--- src/rtl/ddr3_ram_arbiter.sv ---
// ddr3_ram_arbiter
// Shares the DDR3 core's single 128-bit request interface between two
// requesters. Arbitration is round-robin. A grant is held until the core
// accepts it. Request IDs are tagged with the source port in bit 15 so
// that responses can be routed back. Each port may have at most
// MAX_OUTSTANDING requests accepted but not yet acked.
module ddr3_ram_arbiter #(
    parameter int MAX_OUTSTANDING = 4
) (
    input  logic         clk_i,
    input  logic         rst_i,
    input  logic [31:0]  in_wr_i,
    input  logic [1:0]   in_rd_i,
    input  logic [31:0]  in_req_id_i,
    input  logic [63:0]  in_addr_i,
    input  logic [255:0] in_write_data_i,
    output logic [1:0]   in_accept_o,
    output logic [1:0]   in_ack_o,
    output logic         in_error_o,
    output logic [127:0] in_read_data_o,
    output logic [15:0]  in_resp_id_o,
    output logic [15:0]  ram_wr_o,
    output logic         ram_rd_o,
    output logic [15:0]  ram_req_id_o,
    output logic [31:0]  ram_addr_o,
    output logic [127:0] ram_write_data_o,
    input  logic         ram_accept_i,
    input  logic         ram_ack_i,
    input  logic         ram_error_i,
    input  logic [127:0] ram_read_data_i,
    input  logic [15:0]  ram_resp_id_i
);

    localparam int CW = $clog2(MAX_OUTSTANDING + 1);

    logic [CW-1:0] cnt0_q;
    logic [CW-1:0] cnt1_q;
    logic          last_q;
    logic          hold_q;
    logic          hold_port_q;

    logic [1:0]    req;
    logic [1:0]    elig;
    logic          grant_valid;
    logic          grant;

    // Bit 15 of each incoming ID is replaced by the port tag, so it is never read.
    logic          unused_id_bits;
    assign unused_id_bits = &{1'b0, in_req_id_i[15], in_req_id_i[31]};

    // Work out which ports are requesting and which are still under their outstanding limit.
    always_comb begin
        req[0]  = in_rd_i[0] | (|in_wr_i[15:0]);
        req[1]  = in_rd_i[1] | (|in_wr_i[31:16]);
        elig[0] = req[0] & (cnt0_q < CW'(MAX_OUTSTANDING));
        elig[1] = req[1] & (cnt1_q < CW'(MAX_OUTSTANDING));
    end

    // Pick the winner: a held grant wins first, then round-robin between eligible ports.
    always_comb begin
        grant_valid = 1'b0;
        grant       = 1'b0;
        if (hold_q && req[hold_port_q]) begin
            grant_valid = 1'b1;
            grant       = hold_port_q;
        end else if (&elig) begin
            grant_valid = 1'b1;
            grant       = ~last_q;
        end else if (elig[0]) begin
            grant_valid = 1'b1;
            grant       = 1'b0;
        end else if (elig[1]) begin
            grant_valid = 1'b1;
            grant       = 1'b1;
        end
    end

    // Steer the granted port's request fields to the core; strobes stay low during reset.
    always_comb begin
        ram_wr_o         = '0;
        ram_rd_o         = 1'b0;
        ram_req_id_o     = '0;
        ram_addr_o       = '0;
        ram_write_data_o = '0;
        if (grant_valid) begin
            if (grant) begin
                ram_wr_o         = in_wr_i[31:16];
                ram_rd_o         = in_rd_i[1];
                ram_req_id_o     = {1'b1, in_req_id_i[30:16]};
                ram_addr_o       = in_addr_i[63:32];
                ram_write_data_o = in_write_data_i[255:128];
            end else begin
                ram_wr_o         = in_wr_i[15:0];
                ram_rd_o         = in_rd_i[0];
                ram_req_id_o     = {1'b0, in_req_id_i[14:0]};
                ram_addr_o       = in_addr_i[31:0];
                ram_write_data_o = in_write_data_i[127:0];
            end
        end
        if (rst_i) begin
            ram_wr_o = '0;
            ram_rd_o = 1'b0;
        end
    end

    // Return the core's accept to the granted port, and route the response by its port tag.
    always_comb begin
        in_accept_o = 2'b00;
        in_ack_o    = 2'b00;
        if (ram_accept_i && grant_valid && !rst_i) begin
            in_accept_o = grant ? 2'b10 : 2'b01;
        end
        if (ram_ack_i && !rst_i) begin
            in_ack_o = ram_resp_id_i[15] ? 2'b10 : 2'b01;
        end
        in_resp_id_o   = {1'b0, ram_resp_id_i[14:0]};
        in_error_o     = ram_error_i;
        in_read_data_o = ram_read_data_i;
    end

    // Hold an unaccepted grant, and remember the last accepted port for round-robin.
    always_ff @(posedge clk_i or posedge rst_i) begin
        if (rst_i) begin
            last_q      <= 1'b1;
            hold_q      <= 1'b0;
            hold_port_q <= 1'b0;
        end else if (grant_valid) begin
            if (ram_accept_i) begin
                hold_q <= 1'b0;
                last_q <= grant;
            end else begin
                hold_q      <= 1'b1;
                hold_port_q <= grant;
            end
        end else begin
            hold_q <= 1'b0;
        end
    end

    // Track outstanding requests per port; a same-cycle accept and ack cancel, and an ack at zero is ignored.
    always_ff @(posedge clk_i or posedge rst_i) begin
        if (rst_i) begin
            cnt0_q <= '0;
            cnt1_q <= '0;
        end else begin
            if (in_accept_o[0] && !in_ack_o[0]) begin
                cnt0_q <= cnt0_q + CW'(1);
            end else if (in_ack_o[0] && !in_accept_o[0] && cnt0_q != '0) begin
                cnt0_q <= cnt0_q - CW'(1);
            end
            if (in_accept_o[1] && !in_ack_o[1]) begin
                cnt1_q <= cnt1_q + CW'(1);
            end else if (in_ack_o[1] && !in_accept_o[1] && cnt1_q != '0) begin
                cnt1_q <= cnt1_q - CW'(1);
            end
        end
    end

endmodule

--- config.mk ---
export PLATFORM = sky130hd
export DESIGN_NAME = ddr3_ram_arbiter
export DESIGN_NICKNAME = d
export VERILOG_FILES = /design/src/rtl/ddr3_ram_arbiter.sv
export SDC_FILE = /design/constraint.sdc
export NUM_CORES = 1
export LEC_CHECK = 0
export BUFFER_PORTS_ARGS = -buffer_cell sky130_fd_sc_hd__buf_2
export CAP_MARGIN = 20
export CORE_AREA = 2 2 342 344
export DETAILED_ROUTE_END_ITERATION = 8
export DIE_AREA = 0 0 344 346
export PLACE_DENSITY_LB_ADDON = 0.25
export SLEW_MARGIN = 30
export SYNTH_ARGS = -nofsm -noshare
export SYNTH_HDL_FRONTEND = slang
export SYNTH_SLANG_ARGS = --single-unit
--- constraint.sdc ---
create_clock -name clk_i -period 2.5 [get_ports clk_i]
set_input_delay 0.125 -clock clk_i [delete_from_list [all_inputs] [get_ports clk_i]]
set_output_delay 0.125 -clock clk_i [all_outputs]
set_load 0.03 [all_outputs]
==> key figures, run 1 <==
Job
  – Max Cap Violations: 0

Logic synthesis
  – Post-synth top area cell: nand2_1
  – Most common library cells after synthesis: nand2_1 (392), a21oi_1 (195), buf_4 (145), buf_2 (55)
  – Synth top area cells: nand2_1 (32%), buf_4 (24%), a21oi_1 (21%), buf_2 (6.0%), dfrtp_1 (4.4%)
  – Synth warn: 0
  – Post-synth top flop: dfrtp_1
  – Post-Synthesis Cells: between 800 and 900
  – Register bit total from synthesis: 9
  – Seq/Total Area, Yosys: under 10%
  – Syn nets: 1415
  – FFs w/ async S/R, synth: 100%
  – Synth Area per Inst: 5.22 um2
  – Yosys top cell area share: approximately a third
  – Post-synth EDFFs: 0
  – Mapped cell area: 4590 um2
  – Post-synth cell types: between 40 and 50
  – Most frequent cell after synthesis: nand2_1

Worst setup path
  – Critical Path End Type: output port
  – Worst R2R Start: last_q$_DFFE_PP1N_
  – Crit path kind: reg2out
  – Crit-path max FO: 15
  – CP required: 2.38 ns
  – FF-to-FF End: cnt0_q[1]$_DFFE_PP0P_
  – Reg2reg path depth: 8
  – Worst path arrival time: about 2.4 ns
  – R2R Setup Slk: around 0.21 ns
  – Startpoint Class: flip-flop

STA
  – Final min period: around 2.5 ns
  – Layout Skew: 0.00155 ns
  – Final WS setup: about 0.0023 ns
  – Final setup viols: 0
  – Final Hold Vio Count: 0
  – Worst hold slack: around 0.078 ns
  – RSZ-0062 raised after global routing: yes
  – Final worst path period share: about 100%
  – Peak Freq: about 400 MHz
  – Max Transition Viols Final: 0

Final layout
  – Synthesis-to-finish area growth: 146%
  – Layout cells sized above 1: roughly three fifths
  – Final nets: between 1500 and 2000
  – Finished Core Util: 9.78%
  – Fill count: 13696
  – Final Non-Filler Cells: roughly 3000

Floorplanning
  – I/O pin cnt: between 800 and 900
  – Die Ht: about 350 um
  – Initial core utilization: around 4%
  – Die extent in x: 344 um
  – Die area: about 120000 um2
  – Rows: approximately 130
  – CORE AREA: ~120000 um2

Placement
  – I/O Buffers: just under 600
  – Placed cells: around 3000
  – Post-DP HPWL: between 50000 and 60000 um
  – DP Worst Slack: -0.330 ns
  – Routability cong.: 0.829

Pwr
  – VDD IR max: between 500 and 600 uV
  – Power density over cell area: roughly 1700 nW/um2
  – Pleak: between 5 and 6 nW

Global routing
  – Largest net degree at the start of global routing: 50
  – M3 GR Usage: roughly 5.3%
  – Initial antenna violation count: 10
  – GR Util met2: about 15%
  – M1 GR Usage: under 10%
  – Vias in the first global route: 7700
  – First-pass GRT wire length: just over 70000 um
  – Gr usage total: about 9%
  – Gr ovfl total: 0
  – Peak-usage layer in the global routing report: met2

Route
  – Drt pass-1 iters: 5
  – Via count: between 8000 and 9000
  – Drt drc: 0
  – Drt wl/cell: between 20 and 25 um
  – Final wirelength: about 63000 um
  – DR vias/cell: around 2.7
  – Initial DRC count: between 400 and 500
  – ANT nets after route: 0

Worst hold path
  – Worst Hold Launch: ram_accept_i
  – Hold Path End: hold_q$_DFF_PP0_
  – Worst Hold Depth: 2
  – Worst hold-check path type: in2reg

CTS
  – CTS sink cnt: 9
  – Clock buffer depth: 2
  – Cts bufs inserted: 3
  – Clock Latency Late Sink: between 0.2 and 0.25 ns
  – Max H-tree Level: 1
  – Clock-pin slew on the worst setup and hold paths: about 0.040 ns
  – Root buf cell: clkbuf_16
  – CTS tree: built

Run status
  – Status: finished clean
==> how the worst max path moves through the flow <==
stage | from | end | slack, ns | cells past startpoint
2_1_floorplan | in_wr_i[27] | cnt0_q[1]$_DFFE_PP0P_ | 0.13 | 8
3_3_place_gp | last_q$_DFFE_PP1N_ | ram_write_data_o[79] | -0.31 | 10
3_5_place_dp | in_wr_i[28] | ram_write_data_o[79] | -0.33 | 11
4_1_cts | in_wr_i[8] | ram_write_data_o[72] | -0.05 | 12
5_1_grt | last_q$_DFFE_PP1N_ | ram_write_data_o[119] | -0.09 | 12
6_report | last_q$_DFFE_PP1N_ | ram_write_data_o[119] | 0.002 | 12
==> worst max-delay path, stage by stage, from the launching register on <==
cell and delay (ns):
dfstp_2 0.55, nand2b_4 0.07, o21ai_4 0.17, o21ai_2 0.09, nand3_4 0.11, buf_6 0.13, buf_12 0.14, buf_12 0.13
buf_12 0.13, nand2_1 0.07, a21oi_2 0.19, buf_4 0.19, buf_6 0.14
==> flip-flops by register name, indices dropped and copies added (netlist names) <==
signal,cells
cnt0_q,3
last_q,1
hold_q,1
hold_port_q,1
cnt1_q,3
==> layout make-up <==
class / count / area (um2) / area share, %
antenna: 5 / 12.5 / 0.111
tap: 1524 / 1910 / 16.9
timing repair buffer: 750 / 5580 / 49.4
inverter: 9 / 60.1 / 0.532
sequential: 9 / 226 / 2.01
multi-input combinational: 652 / 3410 / 30.2
timing repair inverter: 2 / 25.0 / 0.222
clock buffer: 4 / 78.8 / 0.698
==> power breakdown <==
| part | switching [W] | internal [W] |
|---|---|---|
| clock network | 0.0000771 | 0.000214 |
| registers | 0.0000791 | 0.000214 |
| logic | 0.0117 | 0.00730 |
==> layer usage <==
layer,vias up,routed length (um)
met1,3615,24100
met3,65,9060
li1,3800,-
met2,553,28500
met4,2,1350
met5,-,11
==> logic make-up after synthesis <==
kind of cell    Yosys count  share of synthesized area, %
compound gates          220                          25.4
buf+inv                 217                          31.1
fa+ha+maj                 2                         0.873
simple gates            424                          36.4
other cells               1                        0.0818
flops                     9                          4.94
mux                       3                         0.791
xor+xnor                  2                         0.382
==> through the flow <==
| stage | TNS (ns) | instance area (um2) | total power, W |
|---|---|---|---|
| finish | 0 | 11300 | 0.0196 |
| global route | -2.31 | 11300 | 0.0208 |
| CTS | -0.362 | 10000 | 0.0169 |
| detailed placement | -4.69 | 9710 | 0.0160 |
| global placement | -6.35 | 9710 | 0.0161 |
| floorplan | 0 | 4590 | 0.00831 |
==> placed cells by master (no fill, tap or decap), types with 13 or more instances in the layout <==
master,synthesis,layout
buf_2,55,469
nand2_1,392,372
buf_4,145,155
a21oi_1,195,120
a21oi_2,1,63
buf_12,0,50
buf_6,0,33
nand2_2,0,19
clkbuf_4,0,17
a21oi_4,0,13
==> repair_timing <==
action	CTS	global route
hold buffers	1	0
endpoints found under the setup margin	143	115
hold endpoints to repair	8	0
pin swaps	0	35
gates resized for setup	45	280
cloned	1	15
buffers inserted	1	21
Note: power is estimated with default switching activity, not from simulation.
==> inputs of run 2 (changes only) <==
Clock period 2.5 ns to 3.05 ns, I/O delays scaled along.
==> key figures, run 2 (same netlist as run 1, synthesis figures left out) <==
Run status
  – Status: finished with violations
  – Failing checks: hold timing

Route
  – Initial DRC count: between 300 and 400
  – Final wirelength: 55100 um
  – Via count: 7321
  – DR vias/cell: ~2.6
  – Drt wl/cell: 19.3 um
  – ANT nets after route: 0
  – Drt pass-1 iters: 4
  – Drt drc: 0

Placement
  – DP Worst Slack: approximately 0.28 ns
  – I/O Buffers: 585
  – Post-DP HPWL: 50300 um
  – Dpl cell area: between 9000 and 10000 um2
  – Routability cong.: between 0.8 and 0.9

Pwr
  – Power density over cell area: 1330 nW/um2
  – Net switching power figure: approximately 0.008 W
  – Pint: roughly 0.0039 W
  – Seq pwr share: around 2.0%
  – VDD IR max: roughly 370 uV
  – Logic pwr share: a little over nine tenths
  – Clock power frac: ~2%
  – Pleak: ~4.4 nW
  – Switching portion of total power: between 60% and 70%

STA
  – Final WS setup: between 0.3 and 0.4 ns
  – Final min period: approximately 2.7 ns
  – Worst-margin pin slew: approximately 0.55 ns
  – Final Hold Vio Count: 8
  – Peak Freq: between 300 and 400 MHz
  – Final setup viols: 0
  – RSZ-0062 raised after global routing: no
  – Headroom to the max-slew limit: about 63%
  – Worst hold slack: -0.00718 ns
  – Layout Skew: around 0.0056 ns
  – Max Transition Viols Final: 0
  – Final worst path period share: ~90%
  – Setup_tns: 0 ns

Global routing
  – Largest net degree at the start of global routing: 77
  – First-pass GRT wire length: ~70000 um
  – Vias in the first global route: around 7500
  – Gr usage total: between 8 and 9%
  – Initial antenna violation count: 6
  – Gr ovfl total: 0

Final layout
  – Layout cells sized above 1: between 50% and 60%
  – Biggest regs: cnt0_q x3, cnt1_q x3
  – Final nets: ~1900
  – Synthesis-to-finish area growth: 99.7%
  – Design Area, Final: 9160 um2
  – Commonest non-fill, non-tap cells in the layout: buf_2 (556), nand2_1 (392), a21oi_1 (195), buf_4 (55), buf_12 (37)
  – Commonest non-fill, non-tap cell in the layout: buf_2

Worst setup path
  – CP required: just under 3 ns
  – Crit-path max FO: 45
  – Crit path kind: in2out
  – Startpoint Class: primary input
  – Worst path arrival time: 2.59 ns
  – Critical Path End Type: output port

CTS
  – CTS sink cnt: 9
  – Max H-tree Level: 1
  – Clock-pin slew on the worst setup and hold paths: roughly 0.040 ns
  – Clock buffer depth: 2
  – Cts bufs inserted: 3
  – Post-CTS Setup Repair Bufs: 0
  – Gates resized, CTS repair: 0
  – Root buf cell: clkbuf_16
  – Clock Latency Late Sink: around 0.24 ns
  – Hold buffers post-CTS: 0
  – CTS tree: built

Floorplanning
  – Rows: 125
  – Die extent in x: between 300 and 400 um
  – Initial core utilization: ~4%
  – CORE AREA: about 120000 um2
  – Die area: 119000 um2
  – Die Ht: between 300 and 400 um
  – I/O pin cnt: 877

Job
  – Max Cap Violations: 0

Worst hold path
  – Worst hold-check path type: in2async
[run 2: metal layers]
metal	up-vias	track usage, %	part of all wire (%)
li1	3584	-	-
met1	3186	9.25	36
met2	493	14.7	47
met3	58	5.07	16
met4	0	1.60	1.9
met5	-	0	0
[run 2: layout make-up]
type,count,area (um2)
antenna,8,20.0
clock buffer,3,75.1
clock inverter,1,5.00
fill,13872,106000
inverter,9,41.3
multi-input combinational,652,2950
sequential,9,226
tap,1524,1910
timing repair buffer,648,3940
[run 2: worst paths after layout]
kind / cells past startpoint / slack (ns) / endpoint / startpoint
max: 11 / 0.30 / ram_write_data_o[62] / in_wr_i[28]
min: 3 / -0.007 / hold_port_q$_DFFE_PP0P_ / rst_i
max reg2reg: 8 / 0.64 / cnt0_q[1]$_DFFE_PP0P_ / hold_q$_DFF_PP0_
min reg2reg: 2 / 0.50 / last_q$_DFFE_PP1N_ / last_q$_DFFE_PP1N_
max in group asynchronous: 3 / 2.83 / last_q$_DFFE_PP1N_ / rst_i
min in group clk_i: 2 / 0.12 / hold_q$_DFF_PP0_ / ram_accept_i
[run 2: critical path: stages]
cell	delay (ns)
buf_2	0.12
nor4_1	0.38
nand3_1	0.21
or2_1	0.32
nand3_4	0.16
buf_12	0.24
buf_12	0.21
nand2_1	0.07
a21oi_1	0.32
buf_4	0.19
buf_12	0.12
[run 2: metrics by stage]
stage / total power [W] / utilization [%] / cells
after floorplan: 0.00681 / - / 878
after global placement: 0.0124 / 7.85 / 2842
after detailed placement: 0.0123 / 7.85 / 2842
after CTS: 0.0126 / 7.92 / 2846
after global routing: 0.0131 / 7.92 / 2847
final: 0.0122 / 7.93 / 2854
[run 2: power by group through the flow]
| stage | logic (W) | registers (W) | clock network (W) |
|---|---|---|---|
| 5_1_grt | 0.0126 | 0.000254 | 0.000251 |
| 3_3_place_gp | 0.0122 | 0.000245 | 0 |
| 6_report | 0.0117 | 0.000240 | 0.000239 |
| 3_5_place_dp | 0.0121 | 0.000244 | 0 |
| 2_1_floorplan | 0.00659 | 0.000224 | 0 |
| 4_1_cts | 0.0121 | 0.000242 | 0.000249 |
